<file path="src/rtl/gpio_pkg.sv">
// Shared constants and helpers for the GPIO peripheral: register map,
// register data width and the sticky-flag update rule.
package gpio_pkg;

  localparam int unsigned REG_W = 32;

  localparam logic [2:0] ADDR_LED_DATA  = 3'd0;
  localparam logic [2:0] ADDR_LED_BLINK = 3'd1;
  localparam logic [2:0] ADDR_BTN_STATE = 3'd2;
  localparam logic [2:0] ADDR_BTN_EDGE  = 3'd3;
  localparam logic [2:0] ADDR_IRQ_MASK  = 3'd4;

  // Write-1-to-clear sticky flags where a new set in the same cycle wins
  // over a clear of the same bit.
  function automatic logic [REG_W-1:0] w1c_next(
    input logic [REG_W-1:0] cur,
    input logic [REG_W-1:0] clr,
    input logic [REG_W-1:0] set
  );
    return (cur & ~clr) | set;
  endfunction

endpackage

</file>
<file path="src/rtl/btn_debounce.sv">
// One button channel: 2-flop synchroniser, polarity normalisation to
// pressed=1, stable-count debounce and a one-cycle press pulse.
module btn_debounce
  import gpio_pkg::*;
#(
  parameter int unsigned DB_CYCLES      = 500000,
  parameter bit          BTN_ACTIVE_LOW = 1'b1
) (
  input  logic clk,
  input  logic rst,
  input  logic pin_i,
  output logic state_o,
  output logic press_o
);

  localparam int unsigned      CNT_W        = (DB_CYCLES > 2) ? $clog2(DB_CYCLES) : 1;
  localparam logic [CNT_W-1:0] CNT_LAST     = CNT_W'(DB_CYCLES - 1);
  localparam logic             RELEASED_LVL = BTN_ACTIVE_LOW;

  logic             sync1_q, sync1_d;
  logic             sync2_q, sync2_d;
  logic             db_q, db_d;
  logic [CNT_W-1:0] cnt_q, cnt_d;
  logic             press_q, press_d;
  logic             pressed_s;

  // Next-state: count consecutive disagreeing cycles, flip when the run is long enough
  always_comb begin
    sync1_d   = pin_i;
    sync2_d   = sync1_q;
    pressed_s = sync2_q ^ BTN_ACTIVE_LOW;
    db_d      = db_q;
    cnt_d     = {CNT_W{1'b0}};
    press_d   = 1'b0;
    if (pressed_s != db_q) begin
      if (cnt_q == CNT_LAST) begin
        db_d    = pressed_s;
        cnt_d   = {CNT_W{1'b0}};
        press_d = pressed_s;
      end else begin
        cnt_d   = cnt_q + CNT_W'(1);
      end
    end else begin
      cnt_d = {CNT_W{1'b0}};
    end
  end

  // State registers; synchroniser resets to the released pin level
  always_ff @(posedge clk or posedge rst) begin
    if (rst) begin
      sync1_q <= RELEASED_LVL;
      sync2_q <= RELEASED_LVL;
      db_q    <= 1'b0;
      cnt_q   <= {CNT_W{1'b0}};
      press_q <= 1'b0;
    end else begin
      sync1_q <= sync1_d;
      sync2_q <= sync2_d;
      db_q    <= db_d;
      cnt_q   <= cnt_d;
      press_q <= press_d;
    end
  end

  assign state_o = db_q;
  assign press_o = press_q;

endmodule

</file>
<file path="src/rtl/gpio_ctrl.sv">
// GPIO peripheral: debounced buttons with sticky press flags and a maskable
// level interrupt, LEDs with per-bit blink, behind a small register port.
module gpio_ctrl
  import gpio_pkg::*;
#(
  parameter int unsigned N_BTN          = 4,
  parameter int unsigned N_LED          = 8,
  parameter int unsigned DB_CYCLES      = 500000,
  parameter int unsigned BLINK_CYCLES   = 12500000,
  parameter bit          BTN_ACTIVE_LOW = 1'b1
) (
  input  logic               clock_50mhz,
  input  logic               reset,
  input  logic [N_BTN-1:0]   button,
  output logic [N_LED-1:0]   led_out,
  input  logic               wr_en,
  input  logic               rd_en,
  input  logic [2:0]         addr,
  input  logic [REG_W-1:0]   wr_data,
  output logic [REG_W-1:0]   rd_data,
  output logic               irq
);

  localparam int unsigned   PW         = (BLINK_CYCLES > 2) ? $clog2(BLINK_CYCLES) : 1;
  localparam logic [PW-1:0] PRESC_LAST = PW'(BLINK_CYCLES - 1);

  logic [N_BTN-1:0] btn_state_s, btn_press_s;
  logic [N_LED-1:0] led_data_q, led_data_d;
  logic [N_LED-1:0] led_blink_q, led_blink_d;
  logic [N_BTN-1:0] irq_mask_q, irq_mask_d;
  logic [N_BTN-1:0] btn_edge_q, btn_edge_d;
  logic [PW-1:0]    presc_q, presc_d;
  logic             phase_q, phase_d;
  logic [N_LED-1:0] led_out_q, led_out_d;
  logic [REG_W-1:0] rd_data_q, rd_data_d;
  logic             irq_q, irq_d;
  logic [REG_W-1:0] rd_mux_s, edge_clr_s, edge_next_s;
  logic             unused_s;

  for (genvar g = 0; g < N_BTN; g++) begin : g_btn
    btn_debounce #(
      .DB_CYCLES      (DB_CYCLES),
      .BTN_ACTIVE_LOW (BTN_ACTIVE_LOW)
    ) u_debounce (
      .clk     (clock_50mhz),
      .rst     (reset),
      .pin_i   (button[g]),
      .state_o (btn_state_s[g]),
      .press_o (btn_press_s[g])
    );
  end

  // Read mux over the current register contents (pre-write values)
  always_comb begin
    rd_mux_s = {REG_W{1'b0}};
    case (addr)
      ADDR_LED_DATA:  rd_mux_s = REG_W'(led_data_q);
      ADDR_LED_BLINK: rd_mux_s = REG_W'(led_blink_q);
      ADDR_BTN_STATE: rd_mux_s = REG_W'(btn_state_s);
      ADDR_BTN_EDGE:  rd_mux_s = REG_W'(btn_edge_q);
      ADDR_IRQ_MASK:  rd_mux_s = REG_W'(irq_mask_q);
      default:        rd_mux_s = {REG_W{1'b0}};
    endcase
  end

  // Register writes, sticky edge flags, read capture and interrupt level
  always_comb begin
    led_data_d  = led_data_q;
    led_blink_d = led_blink_q;
    irq_mask_d  = irq_mask_q;
    if (wr_en) begin
      case (addr)
        ADDR_LED_DATA:  led_data_d  = wr_data[N_LED-1:0];
        ADDR_LED_BLINK: led_blink_d = wr_data[N_LED-1:0];
        ADDR_IRQ_MASK:  irq_mask_d  = wr_data[N_BTN-1:0];
        default:        led_data_d  = led_data_q;
      endcase
    end else begin
      led_data_d = led_data_q;
    end

    if (wr_en && (addr == ADDR_BTN_EDGE)) begin
      edge_clr_s = wr_data;
    end else begin
      edge_clr_s = {REG_W{1'b0}};
    end
    edge_next_s = w1c_next(REG_W'(btn_edge_q), edge_clr_s, REG_W'(btn_press_s));
    btn_edge_d  = edge_next_s[N_BTN-1:0];

    if (rd_en) begin
      rd_data_d = rd_mux_s;
    end else begin
      rd_data_d = rd_data_q;
    end

    irq_d = |(btn_edge_q & irq_mask_q);
  end

  // Blink prescaler and LED drive; uses next-cycle register values so a
  // write shows on the pins one edge after it is taken
  always_comb begin
    if (presc_q == PRESC_LAST) begin
      presc_d = {PW{1'b0}};
      phase_d = ~phase_q;
    end else begin
      presc_d = presc_q + PW'(1);
      phase_d = phase_q;
    end
    led_out_d = led_data_d & (~led_blink_d | {N_LED{phase_d}});
  end

  // All peripheral state, cleared by the asynchronous reset
  always_ff @(posedge clock_50mhz or posedge reset) begin
    if (reset) begin
      led_data_q  <= {N_LED{1'b0}};
      led_blink_q <= {N_LED{1'b0}};
      irq_mask_q  <= {N_BTN{1'b0}};
      btn_edge_q  <= {N_BTN{1'b0}};
      presc_q     <= {PW{1'b0}};
      phase_q     <= 1'b0;
      led_out_q   <= {N_LED{1'b0}};
      rd_data_q   <= {REG_W{1'b0}};
      irq_q       <= 1'b0;
    end else begin
      led_data_q  <= led_data_d;
      led_blink_q <= led_blink_d;
      irq_mask_q  <= irq_mask_d;
      btn_edge_q  <= btn_edge_d;
      presc_q     <= presc_d;
      phase_q     <= phase_d;
      led_out_q   <= led_out_d;
      rd_data_q   <= rd_data_d;
      irq_q       <= irq_d;
    end
  end

  assign led_out  = led_out_q;
  assign rd_data  = rd_data_q;
  assign irq      = irq_q;
  assign unused_s = ^{wr_data, edge_next_s};

endmodule

</file>
<file path="config.mk">
export PLATFORM = sky130hd
export DESIGN_NAME = gpio_ctrl
export DESIGN_NICKNAME = d
export VERILOG_FILES = /design/src/rtl/gpio_pkg.sv /design/src/rtl/btn_debounce.sv /design/src/rtl/gpio_ctrl.sv
export SDC_FILE = /design/constraint.sdc
export NUM_CORES = 1
export LEC_CHECK = 0
export ABC_CLOCK_PERIOD_IN_PS = 5500
export CORE_MARGIN = 2
export CORE_UTILIZATION = 35
export DETAILED_ROUTE_END_ITERATION = 10
export REMOVE_ABC_BUFFERS = 1
export SLEW_MARGIN = 20
export SYNTH_ARGS = -nofsm -noshare
export SYNTH_HDL_FRONTEND = slang
export SYNTH_HIERARCHICAL = 1
export SYNTH_SLANG_ARGS = --single-unit
</file>
<file path="constraint.sdc">
create_clock -name clock_50mhz -period 5.5 [get_ports clock_50mhz]
set_input_delay 0.55 -clock clock_50mhz [delete_from_list [all_inputs] [get_ports clock_50mhz]]
set_output_delay 0.55 -clock clock_50mhz [all_outputs]
set_load 0.005 [all_outputs]
</file>
==> metrics.log <==
INFO  metric buffer_levels_on_the_longest_clock_path = 2
INFO  metric synth.avg_cell_area = 10.7 sq um
INFO  metric nets = 821
INFO  metric cp-start-kind = input port
INFO  metric finish.instance_area = 0.00901 sq mm
INFO  metric cts_setup_buffers = 0
INFO  metric fp.dieH = ~150 um
INFO  metric report.final.hold_viol_count = 0
INFO  metric areaGrowthSynthToFinish = 15.3%
INFO  metric cts-hold-fix-buffers = 0
INFO  metric timing.clock.skew = between 9 and 10 ps
INFO  metric grt_setup_unrepaired = no
INFO  metric syn_inst = 731
INFO  metric row_count = 54
INFO  metric final_period_util = 41.2%
INFO  metric initial_cell_density_of_the_core = 35.7%
INFO  metric timing_worst_slew_pin_value = 870 ps
INFO  metric report.final.setup_viol = 0
INFO  metric overflow = 0
INFO  metric detailedPlacementHpwl = 10200 um
INFO  metric finalWeightedCongestion = about 0.77
INFO  metric finalWorstPathRequiredPeriod = between 2000 and 2500 ps
INFO  metric synth_top_area_share = 48.1%
INFO  metric cts.reportedPaths.clkPinSlew = roughly 70 ps
INFO  metric ys_seq_elements = 158
INFO  metric timing_worst_setup_path_type = in -> reg
INFO  metric total_power = 2.69 mW
INFO  metric fp.coreArea = between 0.02 and 0.025 sq mm
INFO  metric maximum_capacitance_violations = 0
INFO  metric worstSkewPairLatency = 420 ps
INFO  metric worstPathArrival = ~2500 ps
INFO  metric post_route_cells_drive_above_1_share = about an eighth
INFO  metric top_level_ports = 84
INFO  metric synth_area_leader_cell = dfrtp_1
INFO  metric fin_hold_ws = 348 ps
INFO  metric routed_wire_length_per_instance = 14.0 um
INFO  metric final.setup.tns = 0 ps
INFO  metric cts_inserted_buffers = 17
INFO  metric place_ws = 2790 ps
INFO  metric die_area = about 0.024 sq mm
INFO  metric first_global_vias = between 5000 and 6000
INFO  metric min_path_type = reg -> reg
INFO  metric synth.cell_area = 0.00781 sq mm
INFO  metric timing.critical_path.required = 5770 ps
INFO  metric leakage = 3.81 nW
INFO  metric max_freq = 441 MHz
INFO  metric synth.lib_cells_used.distinct = 51
INFO  metric vdd_drop_max = 0.226 mV
INFO  metric synth-seq-area-share = 50.7%
INFO  metric vias = about 5300
INFO  metric num_antenna_cells = 0
INFO  metric yosys_warnings = 6
INFO  metric timing.slew.headroom = 41.9%
INFO  metric tritoncts = built
INFO  metric ant_nets = 0
INFO  metric placement.cell_area = 0.00838 sq mm
INFO  metric largest_net_degree_at_the_start_of_global_routing = 67
INFO  metric crit_fanout = 17
INFO  metric power_density = between 200 and 300 mW/mm^2
INFO  metric route.detailed.vias_per_inst = 4.93
INFO  metric drt_first_pass_iters = 4
INFO  metric h-tree-depth = 4
INFO  metric instances_no_fill = 1066
INFO  metric setup_slack = 3230 ps
INFO  metric ys_dominant_reg_cell = dfrtp_1
INFO  metric ys_async_sr_fraction = between 90% and 100%
INFO  metric grt_util_all_layers = 13.4%
INFO  metric maxSlewViolCount = 0
INFO  metric horizontal_extent_of_the_die = 153 um
INFO  metric postCtsResizedCells = 0
INFO  metric synthTopCellsByArea = dfrtp_1 48%, xnor2_1 7.6%, nor2_1 4.9%
INFO  metric initial_antenna_violation_count = 0
INFO  metric status = complete, no violations
INFO  metric final_util = 41.1%
INFO  metric wire_length_of_the_first_global_routing_pass = ~26000 um
INFO  metric port_buffers = 35
INFO  metric starting_drt_drc_count = 239
INFO  metric place.detailed.instances = roughly 1000
INFO  metric timing.critical_path.to_type = register
INFO  metric post-route-drc-count = 0
INFO  metric wl = 14900 um
INFO  metric clock_tree.root_cell = clkbuf_16
INFO  metric numClockSinks = 158
INFO  metric fillerInstances = 2090
INFO  metric synth_enable_flop_cells = 0
==> cells in the mapped netlist, drive strengths merged (2+ instances only) <==
library cell and n:
a21boi 3, a21o 4, a21oi 12, a22oi 2, a31o 3, a31oi 10
and2 3, and3 15, and4 4, and4bb 5, buf 32, clkbuf 6
dfrtp 150, dfstp 8, ha 5, inv 31, mux2 13, mux2i 25
nand2 28, nand2b 2, nand3 39, nand4 28, nand4b 4, nor2 102
nor2b 5, nor3 23, nor4 34, nor4b 2, nor4bb 6, o21ai 24
o22ai 7, or4 5, xnor2 68, xor2 16
==> cells in the final DEF (no fill, tap or decap), types with 7 or more instances in the layout <==
cell	netlist	final
dfstp_2	8	8
and3_1	11	11
o21ai_0	19	19
xnor2_1	68	68
nand4_1	18	18
nor3_1	23	23
nor2_1	102	102
nor4_1	25	25
conb_1	1	24
nand2_1	28	28
clkbuf_16	0	17
mux2i_1	25	25
clkdlybuf4s50_1	0	35
nand3_1	39	39
o22ai_1	7	7
a21oi_1	12	12
xor2_1	16	16
a31oi_1	10	10
dfrtp_1	150	150
inv_1	31	30
mux2_2	13	13
==> metal layers <==
layer	global-route usage (%)	part of all wire [%]	wire, um
met1	18.9	50	7450
met2	20.2	46	6810
met3	3.06	3.2	482
met4	4.94	1.3	191
met5	0	0	0
==> registers in the layout, indices dropped and copies added, names as in the netlist, 8 cells and up <==
signal / flops
led_out: 8
g_btn.u_debounce/cnt_q: 76
led_blink_q: 8
presc_q: 24
rd_data: 8
led_data_q: 8
==> worst max-delay path, cell delays in order <==
cell	delay, ps
clkdlybuf4s50_1	740
nor4b_2	640
buf_4	270
mux2i_1	250
a31oi_1	60
==> cell families after synthesis <==
kind of cell / share of synthesized area (%)
fa+ha+maj: 0.801
xor+xnor: 9.42
other cells: 0.0480
simple gates: 23.7
compound gates: 5.27
buf+inv: 4.68
flops: 50.7
mux: 5.37
==> power by group <==
group / internal [mW] / switching [mW]
clock: 0.759 / 0.476
combinational: 0.0946 / 0.0952
sequential: 1.23 / 0.0391
total: 2.08 / 0.611
==> layout make-up <==
class,count,area [sq um],share of cell area (%)
sequential,158,3960,44.0
multi-input combinational,527,3570,39.7
clock buffer,22,474,5.27
timing repair buffer,38,373,4.14
tap,280,350,3.89
clock inverter,10,154,1.71
inverter,31,116,1.29
==> worst paths after layout <==
path / cells past startpoint / startpoint / slack, ps / to
min in group asynchronous: 2 / reset / 800 / g_btn[2].u_debounce/cnt_q[9]
setup reg to reg: 4 / presc_q[9] / 3250 / led_out[5]
setup / recovery: 5 / addr[2] / 3230 / led_out[1]
hold / removal: 0 / g_btn[3].u_debounce/sync1_q / 350 / g_btn[3].u_debounce/sync2_q
hold reg to reg: 0 / g_btn[3].u_debounce/sync1_q / 350 / g_btn[3].u_debounce/sync2_q
max in group asynchronous: 3 / reset / 4110 / rd_data[3]
Power figures use the tool's default switching activity.
